--- config.mk ---
export PLATFORM = sky130hd
export DESIGN_NAME = tail_light_decoder
export DESIGN_NICKNAME = d
export VERILOG_FILES = /design/src/rtl/tail_light_pkg.sv /design/src/rtl/tail_light_decoder_sat_counter.sv /design/src/rtl/tail_light_decoder.sv
export SDC_FILE = /design/constraint.sdc
export NUM_CORES = 1
export LEC_CHECK = 0
export BUFFER_PORTS_ARGS = -buffer_cell sky130_fd_sc_hd__buf_2
export CAP_MARGIN = 20
export CORE_MARGIN = 10
export CORE_UTILIZATION = 35
export DETAILED_ROUTE_END_ITERATION = 8
export GPL_TIMING_DRIVEN = 0
export PLACE_DENSITY = 0.6
export SLEW_MARGIN = 15
export SYNTH_ARGS = -nofsm -noshare
export SYNTH_HDL_FRONTEND = slang
export SYNTH_HIERARCHICAL = 1
export SYNTH_SLANG_ARGS = --single-unit
export TNS_END_PERCENT = 20
--- constraint.sdc ---
create_clock -name clk -period 2.9 [get_ports clk]
set_clock_uncertainty 0.15 [all_clocks]
set_input_delay 0.58 -clock clk [delete_from_list [all_inputs] [get_ports clk]]
set_output_delay 0.58 -clock clk [all_outputs]
set_load 0.02 [all_outputs]
--- src/rtl/tail_light_pkg.sv ---
`default_nettype none
// +----------------------------------------------------------------------+
// | tail_light_pkg : lamp patterns, decoder states and mode encoding      |
// | Revision: 1.0                                                         |
// +----------------------------------------------------------------------+
package tail_light_pkg;

    // Lamp bus patterns, [5:3] left lamps and [2:0] right lamps
    localparam logic [5:0] c_off = 6'b000000;
    localparam logic [5:0] c_l1  = 6'b001000;
    localparam logic [5:0] c_l2  = 6'b011000;
    localparam logic [5:0] c_l3  = 6'b111000;
    localparam logic [5:0] c_r1  = 6'b000100;
    localparam logic [5:0] c_r2  = 6'b000110;
    localparam logic [5:0] c_r3  = 6'b000111;
    localparam logic [5:0] c_h1  = 6'b001100;
    localparam logic [5:0] c_h2  = 6'b011110;
    localparam logic [5:0] c_h3  = 6'b111111;

    typedef enum logic [2:0] {
        ST_IDLE = 3'd0,
        ST_SL1  = 3'd1,
        ST_SL2  = 3'd2,
        ST_SR1  = 3'd3,
        ST_SR2  = 3'd4,
        ST_SH1  = 3'd5,
        ST_SH2  = 3'd6,
        ST_TAIL = 3'd7
    } dec_state_t;

    typedef enum logic [1:0] {
        MODE_NONE  = 2'b00,
        MODE_LEFT  = 2'b01,
        MODE_RIGHT = 2'b10,
        MODE_HAZ   = 2'b11
    } mode_t;

    // Where a pattern seen from IDLE leads; also used to resynchronise after an error
    function automatic dec_state_t idle_decode(input logic [5:0] pat);
        dec_state_t s;
        s = ST_IDLE;
        if (pat == c_l1)      s = ST_SL1;
        else if (pat == c_r1) s = ST_SR1;
        else if (pat == c_h1) s = ST_SH1;
        return s;
    endfunction

    function automatic mode_t state_mode(input dec_state_t s);
        mode_t m;
        case (s)
            ST_SL1, ST_SL2: m = MODE_LEFT;
            ST_SR1, ST_SR2: m = MODE_RIGHT;
            ST_SH1, ST_SH2: m = MODE_HAZ;
            default:        m = MODE_NONE;
        endcase
        return m;
    endfunction

endpackage
`default_nettype wire

--- src/rtl/tail_light_decoder_sat_counter.sv ---
`default_nettype none
// +----------------------------------------------------------------------+
// | sat_counter : W-bit event counter saturating at all-ones, sync clear  |
// | Revision: 1.0                                                         |
// +----------------------------------------------------------------------+
module sat_counter #(
    parameter int W = 8
) (
    input  logic         clk,
    input  logic         reset,
    input  logic         clr,
    input  logic         inc,
    output logic [W-1:0] q
);

    always_ff @(posedge clk or posedge reset) begin
        if (reset) begin
            q <= '0;
        end else if (clr) begin
            q <= '0;
        end else if (inc && (q != {W{1'b1}})) begin
            q <= q + W'(1);
        end
    end

endmodule
`default_nettype wire

--- src/rtl/tail_light_decoder.sv ---
`default_nettype none
// +----------------------------------------------------------------------+
// | tail_light_decoder : checks the lamp bus against left/right/hazard    |
// | sequences, pulses completions and errors, keeps saturating counts     |
// | Revision: 1.0                                                         |
// +----------------------------------------------------------------------+
module tail_light_decoder
    import tail_light_pkg::*;
#(
    parameter int CNT_W = 8
) (
    input  logic             clk,
    input  logic             reset,
    input  logic             valid,
    input  logic [5:0]       lights,
    input  logic             clr,
    output logic [1:0]       mode,
    output logic             left_done,
    output logic             right_done,
    output logic             haz_done,
    output logic             err_pulse,
    output logic             err_flag,
    output logic [CNT_W-1:0] left_cnt,
    output logic [CNT_W-1:0] right_cnt,
    output logic [CNT_W-1:0] haz_cnt,
    output logic [CNT_W-1:0] err_cnt
);

    dec_state_t r_state;
    dec_state_t w_next;
    logic       w_left;
    logic       w_right;
    logic       w_haz;
    logic       w_err;

    always_comb begin
        w_next  = r_state;
        w_left  = 1'b0;
        w_right = 1'b0;
        w_haz   = 1'b0;
        w_err   = 1'b0;
        if (valid) begin
            case (r_state)
                ST_IDLE: begin
                    if (lights == c_off || lights == c_l1 ||
                        lights == c_r1  || lights == c_h1) w_next = idle_decode(lights);
                    else                                  w_err  = 1'b1;
                end
                ST_SL1:  if (lights == c_l2) w_next = ST_SL2; else w_err = 1'b1;
                ST_SL2:  if (lights == c_l3) begin w_next = ST_TAIL; w_left = 1'b1; end
                         else w_err = 1'b1;
                ST_SR1:  if (lights == c_r2) w_next = ST_SR2; else w_err = 1'b1;
                ST_SR2:  if (lights == c_r3) begin w_next = ST_TAIL; w_right = 1'b1; end
                         else w_err = 1'b1;
                ST_SH1:  if (lights == c_h2) w_next = ST_SH2; else w_err = 1'b1;
                ST_SH2:  if (lights == c_h3) begin w_next = ST_TAIL; w_haz = 1'b1; end
                         else w_err = 1'b1;
                ST_TAIL: if (lights == c_off) w_next = ST_IDLE; else w_err = 1'b1;
                default: w_err = 1'b1;
            endcase
            // The offending sample may itself be the first step of a new sequence
            if (w_err) w_next = idle_decode(lights);
        end
    end

    always_ff @(posedge clk or posedge reset) begin
        if (reset) begin
            r_state    <= ST_IDLE;
            mode       <= MODE_NONE;
            left_done  <= 1'b0;
            right_done <= 1'b0;
            haz_done   <= 1'b0;
            err_pulse  <= 1'b0;
            err_flag   <= 1'b0;
        end else begin
            r_state    <= w_next;
            mode       <= state_mode(w_next);
            left_done  <= w_left;
            right_done <= w_right;
            haz_done   <= w_haz;
            err_pulse  <= w_err;
            err_flag   <= clr ? 1'b0 : (err_flag | w_err);
        end
    end

    sat_counter #(.W(CNT_W)) u_left_cnt (
        .clk(clk), .reset(reset), .clr(clr), .inc(w_left), .q(left_cnt)
    );

    sat_counter #(.W(CNT_W)) u_right_cnt (
        .clk(clk), .reset(reset), .clr(clr), .inc(w_right), .q(right_cnt)
    );

    sat_counter #(.W(CNT_W)) u_haz_cnt (
        .clk(clk), .reset(reset), .clr(clr), .inc(w_haz), .q(haz_cnt)
    );

    sat_counter #(.W(CNT_W)) u_err_cnt (
        .clk(clk), .reset(reset), .clr(clr), .inc(w_err), .q(err_cnt)
    );

endmodule
`default_nettype wire

# Word-level counts from Yosys, hierarchy flattened
# Cells that the tools add are included.
totals:
  output_inout_bits: 39
  inputBits: 10
  regBits: 42
  wordCells: 102
classes:
  n_mux: 44
  addsub: 4
  eq_ne: 26
  bitwise: 1
  n_reduce_logical: 16
ops:
  columns: ["operator", "n"]
  rows:
  - ["$mux 8", 8]
  - ["$mux 3", 13]
  - ["$add 8x1->8 const B", 4]
  - ["$ne 8x8->1 const B", 4]
  - ["$pmux 3 s8", 1]
  - ["$eq 3x3->1 const B", 7]
  - ["$mux 1", 20]
  - ["$eq 6x3->1 const B", 3]
  - ["$eq 3x2->1 const B", 4]
  - ["$eq 6x4->1 const B", 2]
  - ["$eq 6x5->1 const B", 2]
  - ["$eq 6x6->1 const B", 2]
  - ["$pmux 1 s8", 1]
  - ["$reduce_bool 2->1", 4]
  - ["$eq 3x1->1 const B", 2]
  - ["$logic_not 6->1", 1]
  - ["$pmux 2 s3", 1]
  - ["$reduce_or 2->1", 3]
  - ["$logic_and 1x1->1", 4]
  - ["$logic_not 3->1", 1]
  - ["$logic_or 1x1->1", 3]
  - ["$or 1x1->1", 1]

# Logic depth before layout (Yosys ltp)
logic_depth:
  depth_word: 12
  depth_mapped: 8
  depth_no_buf: 7

# Modules after synthesis
# The synthesis kept the hierarchy.
by_module_without_submodules:
  columns: ["module", "seq_area_each_um2", "n_inst", "cells_each", "area_per_inst_um2"]
  rows:
  - ["sat_counter", 200.2, 4, 49, 504.2]
  - ["tail_light_decoder", 250.2, 1, 75, 691.9]

# Worst setup path before layout
# Ideal clock, no wire load.
synth_path:
  path_kind: "input port to flip-flop"
  start: "input port lights[1]"
  end: "register u_err_cnt.q[5]"
  t_arrival_ns: 2.396
  slack_ns: 0.228
  path_buffers: 1
  path_stages: 8
  setup_ns: 0.125
  required_ns: 2.625
  cell_sequence: "clkbuf_4 -> and3_2 -> o2111ai_1 -> a222oi_1 -> a21oi_1 -> nand4_1 -> a211oi_2 -> mux2_4"
synth_between:
  elab_chain_len: 10
  word_cells_on_any_way: 26
synth_rtl:
  columns: ["item", "line", "source"]
  rows:
  - ["start, declared", "tail_light_decoder.sv:15", "input logic [5:0] lights,"]
  - ["$eq 6x4->1 or $logic_not 6->1 (tied branches)", "tail_light_decoder.sv:45, tail_light_decoder.sv:58", null]
  - ["$logic_or 1x1->1 (2 in a row)", "tail_light_decoder.sv:45", "if (lights == c_off || lights == c_l1 ||"]
  - ["$logic_or 1x1->1", "tail_light_decoder.sv:46", "lights == c_r1 || lights == c_h1) w_next = idle_decode(lights);"]
  - ["$mux 1", "tail_light_decoder.sv:45", null]
  - ["$pmux 1 s8 *", "tail_light_decoder.sv:43", "case (r_state)"]
  - ["$mux 1 * (2 in a row)", "tail_light_decoder.sv:42", "if (valid) begin"]
  - ["via w_err", "tail_light_decoder.sv:34", "logic w_err;"]
  - ["$logic_and 1x1->1 *", "tail_light_decoder_sat_counter.sv:21", "end else if (inc && (q != {W{1'b1}})) begin"]
  - ["$reduce_bool 2->1 (no line) *", null, null]
  - ["end signal, assigned", "tail_light_decoder_sat_counter.sv:22", "q <= q + W'(1);"]
  - ["end, declared", "tail_light_decoder_sat_counter.sv:13", "output logic [W-1:0] q"]
# Mark *: on every way through the listed nets, which the timed path passes. The rest lies on a longest branch. The select of a mux whose other input is x is not followed.
# A chain may end at the register's enable or synchronous reset.

# Final worst setup path
layout_path:
  start: "register r_state[1]"
  end: "register u_err_cnt.q[5]"
layout_between:
  elab_chain_len: 6
  word_cells_on_any_way: 13
layout_rtl:
  columns: ["item", "line", "source"]
  rows:
  - ["start, declared", "tail_light_decoder.sv:29", "dec_state_t r_state;"]
  - ["start signal, assigned", "tail_light_decoder.sv:76", "r_state <= w_next;"]
  - ["$eq 3x3->1, or another cell as far along", "tail_light_decoder.sv:43", null]
  - ["$pmux 1 s8 *", "tail_light_decoder.sv:43", null]
  - ["$mux 1 * (2 in a row)", "tail_light_decoder.sv:42", null]
  - ["via w_err", "tail_light_decoder.sv:34", null]
  - ["$logic_and 1x1->1 *", "tail_light_decoder_sat_counter.sv:21", null]
  - ["$reduce_bool 2->1 (no line) *", null, null]
# Marks and branches as above.

==> reports/metrics.yaml <==
floorplan:
  dieArea_sq_um: 11700
  io_pins: 49
  rows: 32
  die_x_microns: 108
  coreArea_sq_um: 7610
  die_h_microns: 108
  start_util_pct: 35.6
power_and_ir_drop:
  p_leak_uw: 0.00155
  p_seq_share_pct: 48.3
  p_per_area_nw_per_um2: 407
  p_int_uw: 945
  switchingPower_uw: 352
  pwr-share-clk_pct: 35.3
  comb_power_share_pct: 16.4
  switching_share_pct: 27.1
  ir_drop_uv: 283
detailed_routing:
  first_pass_iters: 6
  vias_per_cell: 5.24
  drc: 0
  finalWirelength_microns: 6290
  drt-initial-drc-count: 88
  vias: 2236
  postRouteAntennaNets: 0
  wl_per_cell_microns: 14.7
synth:
  post_synth_and_or_nand_nor_area_fraction_pct: 25.6
  synth-xor-area-share_pct: 0.323
  synth_commonest_cells: "dfrtp_1, nor2_1, nand2_1, mux2_4, nor2b_1"
  ys_types: 54
  ys.warnings.count: 6
  syn-num-nets: 285
  yosys.area.top_type: "dfrtp_1"
  synthAdderAreaFrac_pct: 1.85
  synth_top_area_share_pct: 38.8
  synthCells: 271
  synthMuxAreaShare_pct: 10.3
  synth_edf_count: 0
  synth_top_family_by_area: "simple AND/OR/NAND/NOR gates"
  synth-main-ff-cell: "dfrtp_1"
  synth_area_per_cell_sq_um: 10.0
  async_reset_ff_share_pct: 100
  synth_compound_area_share_pct: 17.6
  yosys-top-cells-area: "dfrtp_1, mux2_4, nor2b_1"
  synth.most_common_cell: "dfrtp_1"
  netlist_area_sq_um: 2710
  synth-seq-area-share_pct: 38.8
  yosys_register_bits: 42
sta:
  max_freq_mhz: 375
  setup_viol: 0
  hold_viol: 0
  rsz0062_at_grt: "no"
  fin_crit_sh_pct: 91.9
  post-route-min-period_ns: 2.66
  final.setup.worst_slack_ns: 0.235
  worst_slew_pin_slew_ns: 0.681
  drv_slew: 0
  relSlewSlack_pct: 54.2
clock_network:
  cts_root_buffer: "clkbuf_8"
  cts_sinks: 42
  clock_latency_ns: 0.29
  htree_levels: 2
  clk_path_buf_depth: 2
  cts.clk_slew.worst_paths_ns: 0.08
  hold_buffers: 0
  cts_buffers: 5
  cts_tree: "done"
layout:
  areaGrowthSynthToFinish_pct: 17.6
  final_layout_size_suffix_gt1_share_pct: 32.9
  final_nets: 338
  postLayoutCellArea_sq_um: 3190
  final_cells: 427
  diodes: 0
  fin_util_pct: 41.9
worst_hold_path:
  hp-class: "in2async"
worst_setup_path:
  crit_type: "reg2reg"
  critPathSlowestCell: "dfrtp_1"
  crit_family: "compound AO/OA/AOI/OAI gates"
  rr_startpoint: "r_state[1]"
  cp.arrival_ns: 2.70
  cp-startpoint: "r_state[1]"
  required_ns: 2.94
  max_stage_delay_ns: 0.49
  endpoint_kind: "register"
  startpoint_type: "register"
  crit_buf_inv: 0
  crit_path_max_fanout: 8
  critical_path.cell_chain: "and4_4 > a211o_2 > a21o_1 > a21oi_4 > nand4_1 > a211oi_2 > mux2_4"
placed_design:
  dp_hpwl_microns: 4730
  placed_cells: 418
  io_buffers: 45
  place_congestion: 0.810
  place_area_sq_um: 3060
  dpl_worst_slack_ns: -0.293
run_status:
  status: "completed"
global_routing:
  grt_antenna_before_repair: 0
  grt_max_degree: 13
  track_usage_pct: 10.9
  grt_pass1_wl_microns: 10600
  gr-total-overflow: 0
  grt_pass1_vias: 2204
run:
  maxCapViolCount: 0
worst paths after layout:
kind,cells past startpoint,slack [ns],endpoint
max in group asynchronous,2,2.15,r_state[1]
hold / removal,2,0.13,u_haz_cnt/q[5]
min in group clk,2,0.36,err_flag
hold reg to reg,2,0.36,err_flag
setup reg to reg,7,0.24,u_err_cnt/q[5]
setup / recovery,7,0.24,u_err_cnt/q[5]
final cells by class:
| type | count | area (sq um) |
|---|---|---|
| clock inverters | 1 | 30.0 |
| fillers | 751 | 4420 |
| clock buffers | 7 | 76.3 |
| inverters | 15 | 56.3 |
| plain buffers | 12 | 92.6 |
| well taps | 102 | 128 |
| multi-input cells | 202 | 1520 |
| repair buffers | 46 | 233 |
| flip-flops and latches | 42 | 1050 |
sequential cells by signal, indices dropped and copies added (netlist names):
name	count
u_err_cnt/q	8
r_state	3
right_done	1
left_done	1
err_flag	1
u_haz_cnt/q	8
u_left_cnt/q	8
mode	2
err_pulse	1
haz_done	1
u_right_cnt/q	8
cells by family (layout without fill, tap and decap cells):
group	after synthesis	in the layout
compound gates	57	57
flops	42	42
xor+xnor	1	1
simple gates	120	120
fa+ha+maj	4	4
buf+inv	27	81
mux	20	20
worst reg2reg max path, stage by stage, from the launching register on:
cell	delay [ns]
dfrtp_1	0.49
and4_4	0.27
a211o_2	0.32
a21o_1	0.20
a21oi_4	0.26
nand4_1	0.26
a211oi_2	0.29
mux2_4	0.32
per-layer routing:
metal  wire length, microns  up-vias  global-route usage (%)
met5                      0        -                       0
li1                       -     1092                       -
met1                   2920     1090                    13.6
met2                   3010       50                    17.8
met4                     35        0                    2.86
met3                    326        4                    3.39
power by group through the flow:
stage	registers [uW]	logic (uW)	clock network [uW]
2_1_floorplan	655	124	0
4_1_cts	627	204	478
3_3_place_gp	638	199	0
3_5_place_dp	638	202	0
5_1_grt	630	235	504
6_report	627	213	458
cells in the final DEF, fill, tap and decap left out, types with 6 or more instances in the layout:
master    netlist  final
a21oi_1        12     11
a21oi_2         8      8
buf_2           0     45
clkbuf_1        4      6
dfrtp_1        42     42
inv_1          15     15
mux2_4         16     16
nand2_1        18     18
nand3_1        10     10
nand4_1         9      9
nor2_1         25     25
nor2b_1        16     16
nor3_1          7      7
what timing repair did:
action | 4_1_cts | 5_1_grt
resized for setup | 1 | 1
endpoints found under the setup margin | 1 | 3
setup buffers | 0 | 1
pin swaps | 0 | 1
stage by stage:
stage          hold slack [ns]  total power, uW  TNS, ns
6_report                 0.127             1300        0
5_1_grt                  0.158             1370        0
4_1_cts                  0.138             1310        0
3_5_place_dp             0.362              840   -0.924
3_3_place_gp             0.376              837   -0.932
2_1_floorplan            0.246              779        0
(Power assumes the default switching activity.)
